**config.mk**
```make
export PLATFORM = sky130hd
export DESIGN_NAME = stopwatch_controller
export DESIGN_NICKNAME = d
export VERILOG_FILES = /design/src/rtl/stopwatch_controller_pkg.sv /design/src/rtl/stopwatch_controller_time_counter.sv /design/src/rtl/stopwatch_controller.sv
export SDC_FILE = /design/constraint.sdc
export NUM_CORES = 1
export LEC_CHECK = 0
export BUFFER_PORTS_ARGS = -buffer_cell sky130_fd_sc_hd__buf_2
export CAP_MARGIN = 20
export CORE_UTILIZATION = 38
export DETAILED_ROUTE_END_ITERATION = 8
export HOLD_SLACK_MARGIN = 0.02
export PLACE_DENSITY = 0.69
export SYNTH_ARGS = -nofsm -noshare
export SYNTH_HDL_FRONTEND = slang
export SYNTH_SLANG_ARGS = --single-unit
```
**constraint.sdc**
```tcl
create_clock -name clk -period 2.26 [get_ports clk]
set_input_delay 0.452 -clock clk [delete_from_list [all_inputs] [get_ports clk]]
set_output_delay 0.452 -clock clk [all_outputs]
set_load 0.005 [all_outputs]
```
**src/rtl/stopwatch_controller_pkg.sv**
```systemverilog
// Shared types and limits for the stopwatch time base.
package stopwatch_controller_pkg;

  localparam int unsigned WIDTH   = 7;
  localparam int unsigned CS_MAX  = 99;
  localparam int unsigned SEC_MAX = 59;
  localparam int unsigned MIN_MAX = 99;

  typedef enum logic [1:0] {
    IDLE = 2'd0,
    RUN  = 2'd1,
    LAP  = 2'd2,
    STOP = 2'd3
  } state_t;

  typedef struct packed {
    logic [WIDTH-1:0] min;
    logic [WIDTH-1:0] sec;
    logic [WIDTH-1:0] cs;
  } time_t;

endpackage

```
**src/rtl/stopwatch_controller_time_counter.sv**
```systemverilog
// Cascaded centisecond/second/minute counter; holds at 99:59.99 and flags at_max.
module stopwatch_time_counter
  import stopwatch_controller_pkg::*;
(
  input  logic             clk,
  input  logic             reset,
  input  logic             clr,
  input  logic             tick,
  output logic [WIDTH-1:0] cs,
  output logic [WIDTH-1:0] sec,
  output logic [WIDTH-1:0] min,
  output logic             at_max
);

  logic [WIDTH-1:0] cs_q, sec_q, min_q;
  logic [WIDTH-1:0] cs_d, sec_d, min_d;

  assign at_max = (cs_q == WIDTH'(CS_MAX)) && (sec_q == WIDTH'(SEC_MAX)) &&
                  (min_q == WIDTH'(MIN_MAX));

  always_comb begin
    cs_d  = cs_q;
    sec_d = sec_q;
    min_d = min_q;
    if (clr) begin
      cs_d  = '0;
      sec_d = '0;
      min_d = '0;
    end else if (tick && !at_max) begin
      if (cs_q == WIDTH'(CS_MAX)) begin
        cs_d = '0;
        if (sec_q == WIDTH'(SEC_MAX)) begin
          sec_d = '0;
          min_d = min_q + WIDTH'(1);
        end else begin
          sec_d = sec_q + WIDTH'(1);
        end
      end else begin
        cs_d = cs_q + WIDTH'(1);
      end
    end
  end

  always_ff @(posedge clk) begin
    if (reset) begin
      cs_q  <= '0;
      sec_q <= '0;
      min_q <= '0;
    end else begin
      cs_q  <= cs_d;
      sec_q <= sec_d;
      min_q <= min_d;
    end
  end

  assign cs  = cs_q;
  assign sec = sec_q;
  assign min = min_q;

endmodule

```
**src/rtl/stopwatch_controller.sv**
```systemverilog
// Stopwatch sequencer: button edge detect, run/lap/stop FSM, 10 ms prescaler,
// lap freeze register and registered display mux.
module stopwatch_controller
  import stopwatch_controller_pkg::*;
#(
  parameter int unsigned TICK_DIV    = 500000,
  parameter logic        LZ_SUPPRESS = 1'b1
) (
  input  logic       clk,
  input  logic       reset,
  input  logic       btn_ss,
  input  logic       btn_lap,
  input  logic       btn_clr,
  output logic [6:0] sms,
  output logic [6:0] s,
  output logic [6:0] m,
  output logic       lz,
  output logic       running,
  output logic       lap_active,
  output logic       ovf
);

  localparam int unsigned   PW         = (TICK_DIV > 1) ? $clog2(TICK_DIV) : 1;
  localparam logic [PW-1:0] PRESC_LAST = PW'(TICK_DIV - 1);

  state_t        state_q, state_d;
  logic          ss_q, lap_q, clr_q;
  logic          ev_ss, ev_lap, ev_clr;
  logic [PW-1:0] presc_q;
  logic          counting, tick, ovf_hit, lap_load, ovf_q;
  logic [6:0]    cnt_cs, cnt_sec, cnt_min;
  logic          at_max;
  time_t         live, lap_reg, shown;

  assign ev_clr   = btn_clr & ~clr_q;
  assign ev_ss    = btn_ss  & ~ss_q;
  assign ev_lap   = btn_lap & ~lap_q;
  assign counting = (state_q == RUN) || (state_q == LAP);
  assign tick     = counting && (presc_q == PRESC_LAST);
  assign ovf_hit  = tick && at_max;
  assign live     = {cnt_min, cnt_sec, cnt_cs};
  assign shown    = (state_q == LAP) ? lap_reg : live;
  assign ovf      = ovf_q;

  stopwatch_time_counter u_cnt (
    .clk    (clk),
    .reset  (reset),
    .clr    (ev_clr),
    .tick   (tick),
    .cs     (cnt_cs),
    .sec    (cnt_sec),
    .min    (cnt_min),
    .at_max (at_max)
  );

  always_comb begin
    state_d  = state_q;
    lap_load = 1'b0;
    if (ev_clr) begin
      state_d = IDLE;
    end else if (ovf_hit) begin
      state_d = STOP;
    end else begin
      unique case (state_q)
        IDLE: if (ev_ss) state_d = RUN;
        RUN: begin
          if (ev_ss) begin
            state_d = STOP;
          end else if (ev_lap) begin
            state_d  = LAP;
            lap_load = 1'b1;
          end
        end
        LAP: begin
          if (ev_ss)       state_d = STOP;
          else if (ev_lap) state_d = RUN;
        end
        STOP: if (ev_ss && !ovf_q) state_d = RUN;
        default: state_d = IDLE;
      endcase
    end
  end

  always_ff @(posedge clk) begin
    if (reset) begin
      state_q    <= IDLE;
      // History follows the buttons during reset so a button held through
      // reset release is not mistaken for a fresh press.
      ss_q       <= btn_ss;
      lap_q      <= btn_lap;
      clr_q      <= btn_clr;
      presc_q    <= '0;
      lap_reg    <= '0;
      ovf_q      <= 1'b0;
      sms        <= '0;
      s          <= '0;
      m          <= '0;
      lz         <= LZ_SUPPRESS;
      running    <= 1'b0;
      lap_active <= 1'b0;
    end else begin
      state_q <= state_d;
      ss_q    <= btn_ss;
      lap_q   <= btn_lap;
      clr_q   <= btn_clr;

      if (ev_clr)        presc_q <= '0;
      else if (tick)     presc_q <= '0;
      else if (counting) presc_q <= presc_q + PW'(1);

      if (ev_clr)        lap_reg <= '0;
      else if (lap_load) lap_reg <= live;

      if (ev_clr)       ovf_q <= 1'b0;
      else if (ovf_hit) ovf_q <= 1'b1;

      sms        <= shown.cs;
      s          <= shown.sec;
      m          <= shown.min;
      lz         <= LZ_SUPPRESS & (shown.min == '0);
      running    <= (state_d == RUN) || (state_d == LAP);
      lap_active <= (state_d == LAP);
    end
  end

endmodule

```
==> out/qor.csv, run 1 <==
metric,value,unit
drc,0,
globalRouteTotalUtil,0.163,
num_antenna_cells,0,
sw_frac_of_total,0.234,
detailroute.wirelength.met3,343,um
finalMaxSlewViolations,0,
postSynthCellCount,437,
crit_path_start_kind,flop,
largest_register_ff_count,21,
crit_path_cell_trace,inv_1 > ha_4 > nand4_4 > or2_4 > or4_4 > buf_4 > nand3_1 > a21oi_1,
synthDistinctLibCells,51,
detailroute.wirelength.met2,4.33,mm
reg2reg_slack,0.10,ns
internal_pwr_total,0.00216,W
path_buf_inv,2,
total_power,0.00282,W
port_buffers,29,
clock_tree_from_tritoncts,done,
power_frac_seq,0.572,
area_delta_synth_final,17.1,%
setup_viol,0,
drv.max_cap_violation_count,0,
share_comb_of_total_power,0.032,
htreeDepth,3,
synth_edf_count,0,
power.net_switching,0.000660,W
leakage,1.72,nW
worstSetupPathType,reg2reg,
cts_sinks,91,
timing.hold.worst_path_depth,1,
drt_pre_antenna_iters,4,
mostFrequentLayoutCell,sky130_fd_sc_hd__dfxtp_1,
maxSlewHeadroom,0.712,
ys.flop_type,sky130_fd_sc_hd__dfxtp_1,
top_layer,met4,
status,"finished, final reports clean",
synth.net_count,451,
grt_first_pass_wirelength,14.5,mm
wl_per_cell,13.5,um
vias_in_the_first_global_route,3122,
first_iter_violations,156,
ys_async_sr_fraction,0,
hold_viol_final,0,
design.die.area,0.0111,mm2
hold_ws,0.196,ns
critPathSlowestCell,sky130_fd_sc_hd__or4_4,
synth.yosys.warnings,0,
critical_path_arrival,2.40,ns
io-pin-count,30,
hp-start,btn_ss,
cts-root-buf,sky130_fd_sc_hd__clkbuf_8,
worst_r2r_endpoint,lap_reg[3],
worst_min_delay_path_endpoint,ss_q,
cellPowerDensity,590,mW/mm2
period_minus_slack,2.16,ns
ctsHoldBuffers,0,
final.period_utilization,0.955,
final_layout_size_suffix_gt1_frac,0.221,
fin_cells,630,
clock_skew,0.0194,ns
number_of_nets_in_the_finished_design,504,
overflow,0,
max_freq,463,MHz
ys_seq_area_frac,0.447,
setup_total_negative_slack,0,ns
drt-total-wl,8.52,mm
post_drt_via_cell_ratio,5.23,
critPathCaptureType,flop,
max-clock-path-buffers,2,
reg2regPathDepth,8,
clock_power_share,0.396,
vdd_ir_drop_max,328,uV
r2r-start,state_q[1],
die_h,106,um
wl_met1,3.75,mm
cpLargestDelayFamily,simple AND/OR/NAND/NOR gates,
data_required_time_of_the_worst_path,2.50,ns
placementRows,37,
numCtsBuffers,9,
worst_margin_pin_slew,0.430,ns
clock_insertion_delay_worst_skew,0.36,ns
syn_area_cell,9.33,um2
fp.coreArea,0.0104,mm2
placed_cells_incl_taps,614,
routabilityCongestion,0.827,
num_vias,3293,
synth.ff_latch_count,91,
path_clk_slew,0.09,ns
floorplan.die.width,106,um
antenna_found_initial,0,
postRouteAntennaNets,0,
place.detailed.hpwl,6.08,mm
final_cell_mix,"sky130_fd_sc_hd__dfxtp_1, sky130_fd_sc_hd__nor2_1, sky130_fd_sc_hd__buf_4",
crit_fanout,6,
effective_utilization_at_floorplan,0.393,
grt_max_degree,24,
post_synth_instance_area,0.00408,mm2
worst_path_largest_cell_delay,0.54,ns
min-delay-path-class,in2reg,
[per-layer routing]
metal,GRT usage,vias to the layer above
li1,-,1650
met1,0.190,1576
met2,0.290,57
met3,0.0414,10
met4,0.0516,0
met5,0,-
[worst max-delay path by stage]
stage / start / end / depth (start not counted)
after global routing: u_cnt.sec[0] / u_cnt.min[5] / 7
final: state_q[1] / lap_reg[3] / 8
after global placement: state_q[1] / u_cnt.sec[3] / 8
after floorplan: state_q[0] / lap_reg[6] / 10
after detailed placement: state_q[1] / u_cnt.sec[3] / 8
after CTS: state_q[1] / u_cnt.cs[4] / 8
[synth_stat cells (2+ instances only)]
master / number / area (um2)
sky130_fd_sc_hd__nand3_1: 18 / 90.1
sky130_fd_sc_hd__o211ai_1: 7 / 52.6
sky130_fd_sc_hd__clkbuf_1: 10 / 37.5
sky130_fd_sc_hd__or4_1: 4 / 30.0
sky130_fd_sc_hd__and4_1: 4 / 35.0
sky130_fd_sc_hd__buf_2: 4 / 20.0
sky130_fd_sc_hd__nor4_1: 8 / 50.1
sky130_fd_sc_hd__xnor2_1: 8 / 70.1
sky130_fd_sc_hd__mux2i_1: 28 / 280
sky130_fd_sc_hd__and2_1: 2 / 12.5
sky130_fd_sc_hd__nand3_2: 11 / 110
sky130_fd_sc_hd__buf_1: 3 / 11.3
sky130_fd_sc_hd__xor2_1: 15 / 131
sky130_fd_sc_hd__nand2_1: 24 / 90.1
sky130_fd_sc_hd__o2111ai_1: 2 / 17.5
sky130_fd_sc_hd__nor2_1: 66 / 248
sky130_fd_sc_hd__nor4_4: 2 / 42.5
sky130_fd_sc_hd__nor2b_1: 5 / 31.3
sky130_fd_sc_hd__ha_1: 9 / 113
sky130_fd_sc_hd__o21ai_0: 29 / 145
sky130_fd_sc_hd__nand3b_1: 2 / 15.0
sky130_fd_sc_hd__a21oi_1: 26 / 130
sky130_fd_sc_hd__and3_1: 5 / 31.3
sky130_fd_sc_hd__a31o_2: 2 / 17.5
sky130_fd_sc_hd__nand4_1: 7 / 43.8
sky130_fd_sc_hd__dfxtp_1: 91 / 1820
sky130_fd_sc_hd__buf_6: 3 / 33.8
sky130_fd_sc_hd__inv_1: 6 / 22.5
sky130_fd_sc_hd__nor4b_4: 2 / 47.6
sky130_fd_sc_hd__or3_1: 6 / 37.5
sky130_fd_sc_hd__nand2b_1: 4 / 25.0
sky130_fd_sc_hd__nor3_1: 5 / 25.0
[repair_timing]
action	in CTS	in global routing
endpoints found under the setup margin	1	20
setup buffers	0	1
resized for setup	1	4
pin swaps	0	2
[power groups by stage]
| stage | clock network [W] | logic [W] | registers, W |
|---|---|---|---|
| floorplan | 0 | 0.0000586 | 0.00165 |
| global placement | 0 | 0.0000889 | 0.00165 |
| detailed placement | 0 | 0.0000905 | 0.00165 |
| CTS | 0.00114 | 0.0000910 | 0.00161 |
| global route | 0.00123 | 0.000102 | 0.00161 |
| finish | 0.00111 | 0.0000914 | 0.00161 |
[stage by stage]
step / utilization / setup WS, ns / area [um2]
after detailed placement: 0.439 / 0.0263 / 4550
after floorplan: - / 0.0124 / 4090
after global routing: 0.461 / -0.0134 / 4780
after global placement: 0.439 / 0.135 / 4550
after CTS: 0.459 / 0.0564 / 4760
final: 0.461 / 0.101 / 4780
[logic make-up (layout without fill, tap and decap cells)]
family,after synthesis,count (layout),share of synthesized area
AO/OA/AOI/OAI,76,76,0.110
AND/OR/NAND/NOR,182,182,0.260
flip-flops,91,91,0.447
XOR/XNOR,23,23,0.0494
multiplexers,28,28,0.0687
buffers and inverters,28,85,0.0368
adder cells (fa/ha/maj),9,9,0.0276
[final cells by class]
cell class / count / area, um2
Tap cell: 136 / 170
Timing Repair Buffer: 64 / 424
Clock inverter: 6 / 73.8
Inverter: 6 / 22.5
Fill cell: 1012 / 5590
Sequential cell: 91 / 1820
Multi-Input combinational cell: 318 / 2140
Clock buffer: 9 / 124
No activity file was read; power rests on OpenSTA's default activity.
==> inputs of run 2 (changes only) <==
BUFFER_PORTS_ARGS = unset   (was -buffer_cell sky130_fd_sc_hd__buf_2)
DONT_BUFFER_PORTS = 1   (was unset)
PLACE_DENSITY = 0.66   (was 0.69)
SKIP_LAST_GASP = 1   (was unset)
==> out/qor.csv, run 2 (synthesized netlist as in run 1, its figures left out) <==
metric,value,unit,change
critPathSlowestCell,sky130_fd_sc_hd__or4_1,,
clock_skew,0.0182,ns,-0.00118 ns
cp-endpoint,u_cnt.cs[4],,
floorplan.die.width,106,um,unchanged
placementRows,37,,unchanged
share_comb_of_total_power,0.029,,-0.003
power_frac_seq,0.587,,+0.015
largest_register_ff_count,21,,unchanged
drt_pre_antenna_iters,4,,unchanged
first_iter_violations,154,,-1.3%
effective_utilization_at_floorplan,0.393,,unchanged
place.detailed.hpwl,5.89,mm,-3.2%
num_vias,3201,,-2.8%
worst_margin_pin_slew,0.646,ns,+0.216 ns
leakage,1.58,nW,-8.5%
reg2regPathDepth,8,,unchanged
status,"finished, final reports clean",,
critical_path_arrival,2.43,ns,+0.03 ns
total_power,0.00274,W,-2.6%
routabilityCongestion,0.836,,+1.0%
overflow,0,,unchanged
crit_path_start_kind,flop,,
cpLargestDelayFamily,simple AND/OR/NAND/NOR gates,,
die_h,106,um,unchanged
io-pin-count,30,,unchanged
fin_util,0.445,,-0.0151
worstSetupPathDepth,8,,unchanged
clock_power_share,0.384,,-0.012
clock_insertion_delay_worst_skew,0.36,ns,about the same
placed_cells_incl_taps,585,,-4.7%
area_delta_synth_final,13.3,%,
min-delay-path-class,in2reg,,
internal_pwr_total,0.00212,W,-1.6%
startpoint,state_q[0],,
finalMaxSlewViolations,0,,unchanged
layout.area.seq,0.00182,mm2,unchanged
drc,0,,unchanged
drv.max_cap_violation_count,0,,unchanged
path_buf_inv,2,,unchanged
sw_frac_of_total,0.227,,-0.00763
final.period_utilization,0.948,,-0.00792
setup_viol,0,,unchanged
grt_setup_unrepaired,yes,,
cts-root-buf,sky130_fd_sc_hd__clkbuf_8,,
post-route-cell-area,0.00462,mm2,-3.3%
worstSetupPathType,reg2reg,,
globalRouteTotalUtil,0.165,,+0.00219
vdd_ir_drop_max,291,uV,-11%
vias_in_the_first_global_route,3113,,-0.29%
fin_cells,602,,-4.4%
crit_fanout,5,,-1
port_buffers,0,,-100%
worst_path_largest_cell_delay,0.44,ns,-0.10 ns
max-clock-path-buffers,2,,unchanged
drt-total-wl,8.46,mm,-0.69%
clock_tree_from_tritoncts,done,,
post_drt_via_cell_ratio,5.32,,+1.7%
reg2reg_slack,0.12,ns,+0.02 ns
grt_max_degree,29,,+21%
period_minus_slack,2.14,ns,-0.0179 ns
ctsHoldBuffers,0,,unchanged
multi_input_area,0.00214,mm2,+0.18%
final_cell_mix,"sky130_fd_sc_hd__dfxtp_1, sky130_fd_sc_hd__nor2_1, sky130_fd_sc_hd__buf_4",,
numCtsBuffers,9,,unchanged
crit_path_cell_trace,inv_1 > ha_4 > nand4_4 > buf_4 > nor2_1 > o211ai_1 > or4_1 > a21oi_1,,
cellPowerDensity,594,mW/mm2,+0.70%
postRouteAntennaNets,0,,unchanged
critPathCaptureType,flop,,
setup_slack,0.119,ns,+0.0179 ns
cts_sinks,91,,unchanged
final_layout_size_suffix_gt1_frac,0.167,,-0.0533
max_freq,467,MHz,+0.84%
data_required_time_of_the_worst_path,2.55,ns,+0.05 ns
wl_per_cell,14.1,um,+3.9%
fp.coreArea,0.0104,mm2,unchanged
mostFrequentLayoutCell,sky130_fd_sc_hd__dfxtp_1,,
worst_r2r_endpoint,u_cnt.cs[4],,
num_antenna_cells,0,,unchanged
hold_viol_final,0,,unchanged
design.die.area,0.0111,mm2,unchanged
htreeDepth,3,,unchanged
maxSlewHeadroom,0.565,,-0.147
placedInstanceArea,0.00440,mm2,-3.5%
power.net_switching,0.000622,W,-5.8%
r2r-start,state_q[0],,
path_clk_slew,0.09,ns,about the same
num-fill-cells,1001,,-1.1%
number_of_nets_in_the_finished_design,476,,-5.6%
antenna_found_initial,0,,unchanged
preCtsSetupSlack,0.113,ns,+0.0863 ns
grt_first_pass_wirelength,14.7,mm,+1.3%
==> run 2: cell types whose count changed in the layout (fill, tap and decap cells not counted), moves of 2 or more <==
cell                         before  now
sky130_fd_sc_hd__clkbuf_8         9   12
sky130_fd_sc_hd__clkinvlp_4       2    0
sky130_fd_sc_hd__buf_4           33   35
sky130_fd_sc_hd__buf_2           29    0
==> run 2: worst min path at each step <==
stage	from	end	slack [ns]	cells after the start
3_5_place_dp	lap_reg[8]	lap_reg[8]	0.47	2
2_1_floorplan	lap_reg[9]	lap_reg[9]	0.45	2
6_report	btn_ss	ss_q	0.12	0
5_1_grt	btn_clr	clr_q	0.09	0
3_3_place_gp	lap_reg[5]	lap_reg[5]	0.46	2
4_1_cts	btn_ss	ss_q	0.09	0
==> run 2: per-layer routing <==
| metal | share of wire | track usage |
|---|---|---|
| met1 | 0.45 | 0.200 |
| met2 | 0.49 | 0.281 |
| met3 | 0.044 | 0.0396 |
| met4 | 0.016 | 0.0645 |
| met5 | 0 | 0 |
==> run 2: final cells by class <==
cell class | instances | share of cell area
Tap cell | 136 | 0.0368
Sequential cell | 91 | 0.395
Clock inverter | 3 | 0.00488
Multi-Input combinational cell | 318 | 0.464
Clock buffer | 12 | 0.0358
Inverter | 6 | 0.00488
Timing Repair Buffer | 36 | 0.0593
==> run 2: metrics by stage <==
stage | TNS, ns | hold slack, ns
finish | 0 | 0.118
global route | -0.115 | 0.0899
CTS | 0 | 0.0942
detailed placement | 0 | 0.467
global placement | 0 | 0.463
floorplan | 0 | 0.453
==> run 2: timing repair <==
action / in CTS / in global routing
setup buffers: 0 / 2
resized for setup: 0 / 3
endpoints found under the setup margin: 0 / 7
==> run 2: power groups by stage <==
stage | logic (W) | clock network (W) | registers, W
4_1_cts | 0.0000789 | 0.00108 | 0.00161
2_1_floorplan | 0.0000586 | 0 | 0.00165
3_3_place_gp | 0.0000770 | 0 | 0.00165
5_1_grt | 0.0000866 | 0.00117 | 0.00161
3_5_place_dp | 0.0000787 | 0 | 0.00165
6_report | 0.0000783 | 0.00105 | 0.00161
